`src/rtl/arcade_input_mux.sv`:
```
`default_nettype none
// +--------------------------------------------------------------------------+
// | Module      : arcade_input_mux                                           |
// | Description : Merges a PS/2 keyboard and per-player joystick inputs into |
// |               registered arcade controls. Supports an optional 90-degree |
// |               direction remap, shaped coin pulses with lockout, and      |
// |               optional autofire on button 0.                             |
// | Option      : ARCADE_INPUT_AUTOFIRE_EN - when defined, autofire on B0.   |
// | Ports       : clk_sys    - system clock, all state on rising edge        |
// |               reset_n    - asynchronous active-low reset                 |
// |               ps2_key    - [10] toggle, [9] pressed, [8] ext, [7:0] code |
// |               joy_in     - 16 bits/player: R,L,D,U,B0..B3,start,coin     |
// |               rotate     - 1 = 90-degree direction remap                 |
// |               clear      - synchronous clear of keyboard latches         |
// |               autofire   - autofire enable for button 0                  |
// |               p_dir      - 4 bits/player {up,down,left,right}            |
// |               p_btn      - BUTTONS bits/player action buttons            |
// |               p_start    - start button per player                       |
// |               coin_pulse - shaped coin pulse per player                  |
// |               key_event  - one-cycle strobe per accepted keyboard event  |
// | Revision    : 1.0 - initial release                                      |
// +--------------------------------------------------------------------------+
module arcade_input_mux #(
    parameter int PLAYERS        = 2,
    parameter int BUTTONS        = 2,
    parameter int COIN_PULSE_CYC = 1600000,
    parameter int COIN_LOCK_CYC  = 3200000,
    parameter int AUTOFIRE_HALF  = 400000
) (
    input  logic                       clk_sys,
    input  logic                       reset_n,
    input  logic [10:0]                ps2_key,
    input  logic [16*PLAYERS-1:0]      joy_in,
    input  logic                       rotate,
    input  logic                       clear,
    input  logic                       autofire,
    output logic [4*PLAYERS-1:0]       p_dir,
    output logic [BUTTONS*PLAYERS-1:0] p_btn,
    output logic [PLAYERS-1:0]         p_start,
    output logic [PLAYERS-1:0]         coin_pulse,
    output logic                       key_event
);

    // Keyboard latches use the joy_in bit layout (10 used bits per player)
    localparam int c_nfunc = 10;
    localparam int c_cnt_max = (COIN_PULSE_CYC > COIN_LOCK_CYC) ? COIN_PULSE_CYC : COIN_LOCK_CYC;
    localparam int c_cnt_w   = (c_cnt_max > 1) ? $clog2(c_cnt_max) : 1;
    localparam logic [c_cnt_w-1:0] c_pulse_last = c_cnt_w'(COIN_PULSE_CYC - 1);
    localparam logic [c_cnt_w-1:0] c_lock_last  = c_cnt_w'((COIN_LOCK_CYC > 0) ? COIN_LOCK_CYC - 1 : 0);
    localparam logic [c_cnt_w-1:0] c_cnt_inc    = c_cnt_w'(1);

    typedef enum logic [1:0] {
        ST_IDLE  = 2'd0,
        ST_PULSE = 2'd1,
        ST_LOCK  = 2'd2
    } coin_state_t;

    // ------------------------------------------------------------------
    // Keyboard event decode and latches
    // ------------------------------------------------------------------
    logic                       toggle_q;
    logic                       armed_q;   // low only in the first cycle after reset
    logic                       key_event_q;
    logic [c_nfunc*PLAYERS-1:0] kb_q;
    logic [c_nfunc*PLAYERS-1:0] kb_d;
    logic                       w_accept;
    logic                       w_hit;
    logic                       w_p2;
    logic [3:0]                 w_func;
    int                         w_idx;

    assign w_accept = armed_q && (ps2_key[10] != toggle_q);

    always_comb begin
        w_hit  = 1'b1;
        w_p2   = 1'b0;
        w_func = 4'd0;
        case (ps2_key[8:0])
            9'h175: w_func = 4'd3;
            9'h172: w_func = 4'd2;
            9'h16B: w_func = 4'd1;
            9'h174: w_func = 4'd0;
            9'h014: w_func = 4'd4;
            9'h011: w_func = 4'd5;
            9'h029: w_func = 4'd6;
            9'h012: w_func = 4'd7;
            9'h016: w_func = 4'd8;
            9'h02E: w_func = 4'd9;
            9'h02D: begin w_p2 = 1'b1; w_func = 4'd3; end
            9'h02B: begin w_p2 = 1'b1; w_func = 4'd2; end
            9'h023: begin w_p2 = 1'b1; w_func = 4'd1; end
            9'h034: begin w_p2 = 1'b1; w_func = 4'd0; end
            9'h01C: begin w_p2 = 1'b1; w_func = 4'd4; end
            9'h01B: begin w_p2 = 1'b1; w_func = 4'd5; end
            9'h015: begin w_p2 = 1'b1; w_func = 4'd6; end
            9'h01D: begin w_p2 = 1'b1; w_func = 4'd7; end
            9'h01E: begin w_p2 = 1'b1; w_func = 4'd8; end
            9'h036: begin w_p2 = 1'b1; w_func = 4'd9; end
            default: w_hit = 1'b0;
        endcase
        // Player 2 keys are dead on a single-player build
        if (w_p2 && (PLAYERS < 2)) begin
            w_hit = 1'b0;
        end
        w_idx = (w_p2 ? c_nfunc : 0) + int'(w_func);
    end

    // Clear takes priority over a simultaneous key event
    always_comb begin
        kb_d = kb_q;
        if (clear) begin
            kb_d = '0;
        end else if (w_accept && w_hit) begin
            for (int i = 0; i < c_nfunc * PLAYERS; i++) begin
                if (i == w_idx) begin
                    kb_d[i] = ps2_key[9];
                end
            end
        end
    end

    always_ff @(posedge clk_sys or negedge reset_n) begin
        if (!reset_n) begin
            toggle_q    <= 1'b0;
            armed_q     <= 1'b0;
            key_event_q <= 1'b0;
            kb_q        <= '0;
        end else begin
            toggle_q    <= ps2_key[10];
            armed_q     <= 1'b1;
            key_event_q <= w_accept;
            kb_q        <= kb_d;
        end
    end

    assign key_event = key_event_q;

    // ------------------------------------------------------------------
    // Per-player merge, remap, autofire and coin shaping
    // ------------------------------------------------------------------
    logic [4*PLAYERS-1:0]       w_dir_all;
    logic [BUTTONS*PLAYERS-1:0] w_btn_all;
    logic [PLAYERS-1:0]         w_start_all;
    logic [6*PLAYERS-1:0]       w_unused_joy;

`ifndef ARCADE_INPUT_AUTOFIRE_EN
    logic [31:0] w_unused_af;
    assign w_unused_af = {autofire, 31'(AUTOFIRE_HALF)};
`endif

    for (genvar p = 0; p < PLAYERS; p++) begin : g_player
        logic [c_nfunc-1:0] w_raw;
        logic               w_unused_raw;
        logic               w_b0;

        assign w_raw        = kb_q[p*c_nfunc +: c_nfunc] | joy_in[p*16 +: c_nfunc];
        assign w_unused_raw = ^w_raw;
        assign w_unused_joy[p*6 +: 6] = joy_in[p*16 + c_nfunc +: 6];

        // Raw layout is {..,U,D,L,R}; rotated: up<-L, down<-R, left<-D, right<-U
        assign w_dir_all[p*4 +: 4] = rotate ? {w_raw[1], w_raw[0], w_raw[2], w_raw[3]}
                                            : {w_raw[3], w_raw[2], w_raw[1], w_raw[0]};
        assign w_start_all[p] = w_raw[8];

`ifdef ARCADE_INPUT_AUTOFIRE_EN
        localparam int c_af_w = (AUTOFIRE_HALF > 1) ? $clog2(AUTOFIRE_HALF) : 1;
        localparam logic [c_af_w-1:0] c_af_last = c_af_w'(AUTOFIRE_HALF - 1);
        localparam logic [c_af_w-1:0] c_af_inc  = c_af_w'(1);

        logic [c_af_w-1:0] af_cnt_q;
        logic [c_af_w-1:0] af_cnt_d;
        logic              af_phase_q;  // 0 = on half, 1 = off half
        logic              af_phase_d;

        always_comb begin
            af_cnt_d   = '0;
            af_phase_d = 1'b0;
            w_b0       = w_raw[4];
            if (autofire && w_raw[4]) begin
                w_b0 = ~af_phase_q;
                if (af_cnt_q == c_af_last) begin
                    af_phase_d = ~af_phase_q;
                end else begin
                    af_cnt_d   = af_cnt_q + c_af_inc;
                    af_phase_d = af_phase_q;
                end
            end
        end

        always_ff @(posedge clk_sys or negedge reset_n) begin
            if (!reset_n) begin
                af_cnt_q   <= '0;
                af_phase_q <= 1'b0;
            end else begin
                af_cnt_q   <= af_cnt_d;
                af_phase_q <= af_phase_d;
            end
        end
`else
        assign w_b0 = w_raw[4];
`endif

        for (genvar b = 0; b < BUTTONS; b++) begin : g_btn
            if (b == 0) begin : g_b0
                assign w_btn_all[p*BUTTONS] = w_b0;
            end else begin : g_bn
                assign w_btn_all[p*BUTTONS + b] = w_raw[4 + b];
            end
        end

        // Coin: raw is registered once more, so the edge seen by the FSM
        // lands the pulse two cycles after the raw rise. Both history bits
        // reset high so a coin held through reset never counts as an edge.
        coin_state_t        coin_st_q;
        coin_state_t        coin_st_d;
        logic [c_cnt_w-1:0] coin_cnt_q;
        logic [c_cnt_w-1:0] coin_cnt_d;
        logic               coin_raw_q;
        logic               coin_prev_q;

        always_ff @(posedge clk_sys or negedge reset_n) begin
            if (!reset_n) begin
                coin_st_q   <= ST_IDLE;
                coin_cnt_q  <= '0;
                coin_raw_q  <= 1'b1;
                coin_prev_q <= 1'b1;
            end else begin
                coin_st_q   <= coin_st_d;
                coin_cnt_q  <= coin_cnt_d;
                coin_raw_q  <= w_raw[9];
                coin_prev_q <= coin_raw_q;
            end
        end

        always_comb begin
            coin_st_d  = coin_st_q;
            coin_cnt_d = '0;
            case (coin_st_q)
                ST_IDLE: begin
                    if (coin_raw_q && !coin_prev_q) begin
                        coin_st_d = ST_PULSE;
                    end
                end
                ST_PULSE: begin
                    if (coin_cnt_q == c_pulse_last) begin
                        coin_st_d = (COIN_LOCK_CYC == 0) ? ST_IDLE : ST_LOCK;
                    end else begin
                        coin_cnt_d = coin_cnt_q + c_cnt_inc;
                    end
                end
                ST_LOCK: begin
                    if (coin_cnt_q == c_lock_last) begin
                        coin_st_d = ST_IDLE;
                    end else begin
                        coin_cnt_d = coin_cnt_q + c_cnt_inc;
                    end
                end
                default: coin_st_d = ST_IDLE;
            endcase
        end

        assign coin_pulse[p] = (coin_st_q == ST_PULSE);
    end

    // ------------------------------------------------------------------
    // Registered control outputs
    // ------------------------------------------------------------------
    logic [4*PLAYERS-1:0]       p_dir_q;
    logic [BUTTONS*PLAYERS-1:0] p_btn_q;
    logic [PLAYERS-1:0]         p_start_q;

    always_ff @(posedge clk_sys or negedge reset_n) begin
        if (!reset_n) begin
            p_dir_q   <= '0;
            p_btn_q   <= '0;
            p_start_q <= '0;
        end else begin
            p_dir_q   <= w_dir_all;
            p_btn_q   <= w_btn_all;
            p_start_q <= w_start_all;
        end
    end

    assign p_dir   = p_dir_q;
    assign p_btn   = p_btn_q;
    assign p_start = p_start_q;

endmodule
`default_nettype wire

```
`config.mk`:
```
export PLATFORM = sky130hd
export DESIGN_NAME = arcade_input_mux
export DESIGN_NICKNAME = d
export VERILOG_FILES = /design/src/rtl/arcade_input_mux.sv
export SDC_FILE = /design/constraint.sdc
export NUM_CORES = 1
export LEC_CHECK = 0
export BUFFER_PORTS_ARGS = -buffer_cell sky130_fd_sc_hd__buf_2
export CORE_UTILIZATION = 57
export DETAILED_ROUTE_END_ITERATION = 16
export PLACE_DENSITY = 0.9
export SLEW_MARGIN = 20
export SYNTH_ARGS = -nofsm -noshare
export SYNTH_HDL_FRONTEND = slang
export SYNTH_SLANG_ARGS = --single-unit
```
`constraint.sdc`:
```
create_clock -name clk_sys -period 2.3 [get_ports clk_sys]
set_input_delay 0.23 -clock clk_sys [delete_from_list [all_inputs] [get_ports clk_sys]]
set_output_delay 0.23 -clock clk_sys [all_outputs]
set_load 0.005 [all_outputs]
```
# == Yosys cells after proc, flatten, opt, wreduce, memory -nomap -nowiden ==
# Index checks and enable logic that the tools add are counted.
# classes
add_sub_neg,3
n_eq_ne,54
muxes,42
bitwise,2
n_reduce_logical,63
# ops
op,count
22-bit 2-to-1 mux,4
22-bit case mux with 2 select lines,2
"9-bit by 5-bit == test with 1-bit output, second input constant",9
"9-bit by 6-bit == test with 1-bit output, second input constant",7
"22-bit by 1-bit adder with 22-bit output, second input constant",2
"22-bit by 21-bit == test with 1-bit output, second input constant",2
"22-bit == test, second input constant",2
2-bit nonzero test,21
"4-bit by 5-bit == test with 1-bit output, first input constant",8
20-bit 2-to-1 mux,2
2-bit AND reduction,20
"9-bit == test, second input constant",4
4-bit case mux with 9 select lines,1
32-bit logical NOT,1
1-bit 2-to-1 mux,22
"3-bit by 5-bit == test with 1-bit output, first input constant",4
"5-bit == test, first input constant",4
10-bit OR,2
20-bit OR reduction,1
2-bit OR reduction,9
2-bit 2-to-1 mux,6
4-bit 2-to-1 mux,3
2-bit case mux with 3 select lines,2
"2-bit by 5-bit == test with 1-bit output, first input constant",2
12 further kinds,24
# word_totals
register_bits,89
in_bits,48
out_inout_bits,17
word_cells,198

# == Logic depth before layout (Yosys ltp) ==
# logic_depth
word_depth,9
mapped_depth,14
mapped_depth_nobuf,13

# == Worst setup path before layout ==
# Ideal clock, no wire load.
# synth_timing
path_kind,input port to flip-flop
from,input ps2_key[4]
to,register kb_q[18]
setup_time_ns,0.079
arrival_ns,2.828
required_ns,2.221
setup_slack_ns,-0.608
stages,12
path_cell_list,buf_6 -> or3b_1 -> o21ai_1 -> or4b_4 -> o211ai_1 -> ha_1 -> ha_1 -> nor2b_1 -> and3b_1 -> a41o_1 -> nand4b_1 -> mux2i_1
# synth_between
elab_chain_cells,8
# synth_lines
item,line,text
start: declaration,32,"input logic [10:0] ps2_key,"
9-bit by 6-bit == test with 1-bit output or 9-bit by 5-bit == test with 1-bit output (tied branches),78,case (ps2_key[8:0])
10-bit OR reduction (no source line),n/a,
1-bit 2-to-1 mux,78,
4-bit 2-to-1 mux,105,w_idx = (w_p2 ? c_nfunc : 0) + int'(w_func);
4-bit by 4-bit adder with 5-bit output,105,
5-bit == test,115,if (i == w_idx) begin
2-bit nonzero test (no source line),n/a,
2-bit AND reduction (no source line) (*),n/a,
end signal: assignment,132,kb_q <= kb_d;
end: declaration,64,logic [c_nfunc*PLAYERS-1:0] kb_q;
# Every way passes the cells marked *; elsewhere a longest branch is shown, timed or not.
# A chain may end at the register's enable or synchronous reset.

# == Final worst setup path ==
# layout_timing
from,input ps2_key[8]
to,register kb_q[18]
# Same word-level chain as after synthesis.

==> flow_summary.ini <==
[route]
ant_nets = 0
routed_via_density = 5.83
drt_iter0_drc = 277
drt_pass1_iterations = 8
drc_errors = 0
vias = 3872
wire_per_inst_microns = 16.4
wl_microns = 10900

[floorplan]
io_pins = 65
initial_core_util_pct = 59.0
die_y_microns = 91.4
row_count = 32
die_width_microns = 91.4
core_sq_mm = 0.00773
die_area_sq_mm = 0.00836

[synth]
netlist_area_sq_mm = 0.00456
yosys_warnings = 0
ys_async_sr_fraction_pct = 100
postSynthAreaPerCell_sq_um = 9.55
synth_top_area_cell = dfrtp_1
syn-instance-count = 477
synth_edf_count = 0
synth.area.top_cells = dfrtp_1, nor2_1, xor2_1
syn-num-nets = 536
synth_ff_type = dfrtp_1
ys_ff_latch = 85
seq_area_frac_synth_pct = 46.8
synth_top_area_share_pct = 44.5
ys_types = 55

[sta]
finalMaxSlewViolations = 0
fin_ws_ns = -0.145
setup_viol = 13
tightestPinTransition_ns = 0.523
finalCritPeriodShare_pct = 106
grt_setup_unrepaired = yes
slew_headroom_pct = 65.1
finalSetupTns_ns = -0.717
finalCriticalPeriod_ns = 2.45
clock_skew_ns = 0.0185
fmax_ghz = 0.409
finalHoldViolations = 0

[clock_tree]
cts_buffers = 9
path_clk_slew_ns = 0.08
cts.sinks = 85
h-tree-depth = 3
cts_root_buf = clkbuf_8
clk-insertion-delay-late_ns = 0.36
cts_tree = built
clock_path_buffers = 2

[layout]
instances_no_fill = 664
nNetsFinal = 616
drive_gt1_share_pct = 25.6
n_antenna_cell = 0
final_core_util_pct = 71.3
area_growth_pct = 20.9

[power_and_ir_drop]
power_leakage_uw = 0.00246
p_per_area_mw_per_mm2 = 626
ir_drop_mv = 0.403

[job]
maxCapViolCount = 0

[place]
place_ws_ns = -0.495
hpwlAfterDp_microns = 7240
dp.cells = 644
routabilityCongestion = 0.857
io_buffer_count = 47

[global_route]
grt_pass1_vias = 3940
grt_pass1_wl_microns = 17500
grt_max_degree = 47
overflow = 0
grtUsageTotal_pct = 26.4
antenna_found_initial = 0

[hold_path]
worst_hold_startpoint = ps2_key[10]
hp-class = input port to flip-flop

[worst_setup_path]
cp_data_arrival_time_ns = 2.72
startpoint_type = input port
required_ns = 2.58
startpoint = ps2_key[8]
endpoint_kind = flip-flop
crit_type = input port to flip-flop
cp_max_fo = 6
r2r-start = g_player[1].coin_cnt_q[0]

[status]
violations = negative setup slack
status = complete, but fails checks
==> cell families after synthesis <==
family / after synthesis / synth area share, %
multiplexers: 15 / 3.35
XOR/XNOR: 42 / 8.07
buffers and inverters: 28 / 2.80
AO/OA/AOI/OAI: 45 / 6.95
adder cells (fa/ha/maj): 11 / 3.02
other: 1 / 0.0823
AND/OR/NAND/NOR: 250 / 28.9
flip-flops: 85 / 46.8
==> layout by cell type, fill, tap and decap left out, drive strengths merged, types with 2 or more instances in the layout <==
| master | synthesis | routed |
|---|---|---|
| a2111oi | 3 | 3 |
| a21oi | 12 | 12 |
| a22oi | 2 | 2 |
| a31oi | 2 | 2 |
| and2 | 3 | 3 |
| and3 | 14 | 14 |
| and4b | 2 | 2 |
| buf | 10 | 85 |
| bufinv | 0 | 2 |
| clkbuf | 7 | 11 |
| clkinv | 0 | 3 |
| dfrtp | 81 | 81 |
| dfstp | 4 | 4 |
| ha | 11 | 11 |
| inv | 11 | 11 |
| mux2 | 2 | 2 |
| mux2i | 13 | 13 |
| nand2 | 37 | 37 |
| nand2b | 12 | 12 |
| nand3 | 27 | 27 |
| nand3b | 6 | 6 |
| nand4 | 13 | 13 |
| nand4b | 2 | 2 |
| nor2 | 75 | 75 |
| nor2b | 7 | 7 |
| nor3 | 16 | 16 |
| nor3b | 5 | 5 |
| nor4 | 4 | 4 |
| nor4b | 7 | 7 |
| o2111ai | 3 | 3 |
| o211ai | 4 | 4 |
| o21ai | 13 | 13 |
| o22a | 2 | 2 |
| or2 | 11 | 11 |
| or3 | 3 | 3 |
| or3b | 2 | 2 |
| or4b | 2 | 2 |
| xnor2 | 18 | 18 |
| xor2 | 24 | 24 |
==> cells in the mapped netlist, types with 6 or more instances <==
library cell	instances
dfrtp_1	81
nor2_1	75
nand2_1	37
nand3_1	26
xor2_1	24
xnor2_1	18
and3_1	14
mux2i_1	13
nand4_1	13
nor3_1	13
nand2b_1	12
a21oi_1	11
ha_1	11
inv_1	11
or2_2	11
o21ai_0	9
clkbuf_1	7
nor2b_1	7
nor4b_1	7
buf_2	6
nand3b_1	6
==> path summary, 6_finish.rpt <==
kind / slack (ns) / end / depth (start not counted)
min reg2reg: 0.37 / g_player[0].coin_prev_q / 0
max: -0.15 / kb_q[18] / 12
max in group asynchronous: 1.29 / p_dir[2] / 3
min: 0.02 / toggle_q / 1
max reg2reg: 0.17 / g_player[1].coin_st_q[1] / 7
min in group asynchronous: 0.40 / kb_q[0] / 2
==> registers in the layout, summed over array words and instances, names as in the netlist <==
name and flops:
kb_q 16, p_dir 8, g_player.coin_st_q 4, toggle_q 1, g_player.coin_raw_q 2, p_btn 4, p_start 2, armed_q 1
g_player.coin_cnt_q 44, key_event 1, g_player.coin_prev_q 2
==> cell type report <==
cell class / count / area (sq um)
flip-flops and latches: 85 / 2130
fillers: 518 / 2220
inverters: 11 / 41.3
multi-input cells: 364 / 2410
well taps: 102 / 128
clock buffers: 11 / 151
repair buffers: 86 / 566
clock inverters: 5 / 82.6
==> report_power, final <==
part           leakage, uW  switching (uW)  internal, uW  total [uW]
sequential         0.00113            40.1          1560        1600
clock             0.000120             533           673        1210
combinational      0.00121             388           251         639
==> metrics by stage <==
step                power [uW]  hold slack (ns)  cell area (sq um)
floorplan                 2010          -0.0656               4590
global placement          2210            0.231               5140
detailed placement        2250            0.234               5140
CTS                       3440          0.00926               5420
global route              3590           0.0110               5510
finish                    3450           0.0156               5510
==> layer usage <==
layer | share of wire [%] | up-vias | track usage [%]
met5 | 0 | - | 0
met1 | 40 | 1878 | 32.2
li1 | - | 1817 | -
met4 | 3.5 | 0 | 12.8
met3 | 5.0 | 34 | 4.44
met2 | 51 | 143 | 45.4
==> critical path, cell delays in order <==
cell	delay, ns
buf_6	0.09
or3b_4	0.39
o21ai_1	0.11
or4b_4	0.47
o211ai_1	0.10
ha_2	0.24
ha_4	0.17
nor2b_4	0.18
and3b_1	0.19
a41o_1	0.22
nand4b_1	0.12
mux2i_1	0.19
==> timing repair <==
item,in CTS,in global routing
hold endpoints to repair,35,0
setup endpoints to repair,15,16
hold buffers,1,0
gates resized for setup,4,16
setup buffers,3,0
pin swaps,2,8
No activity file was read; power rests on OpenSTA's default activity.
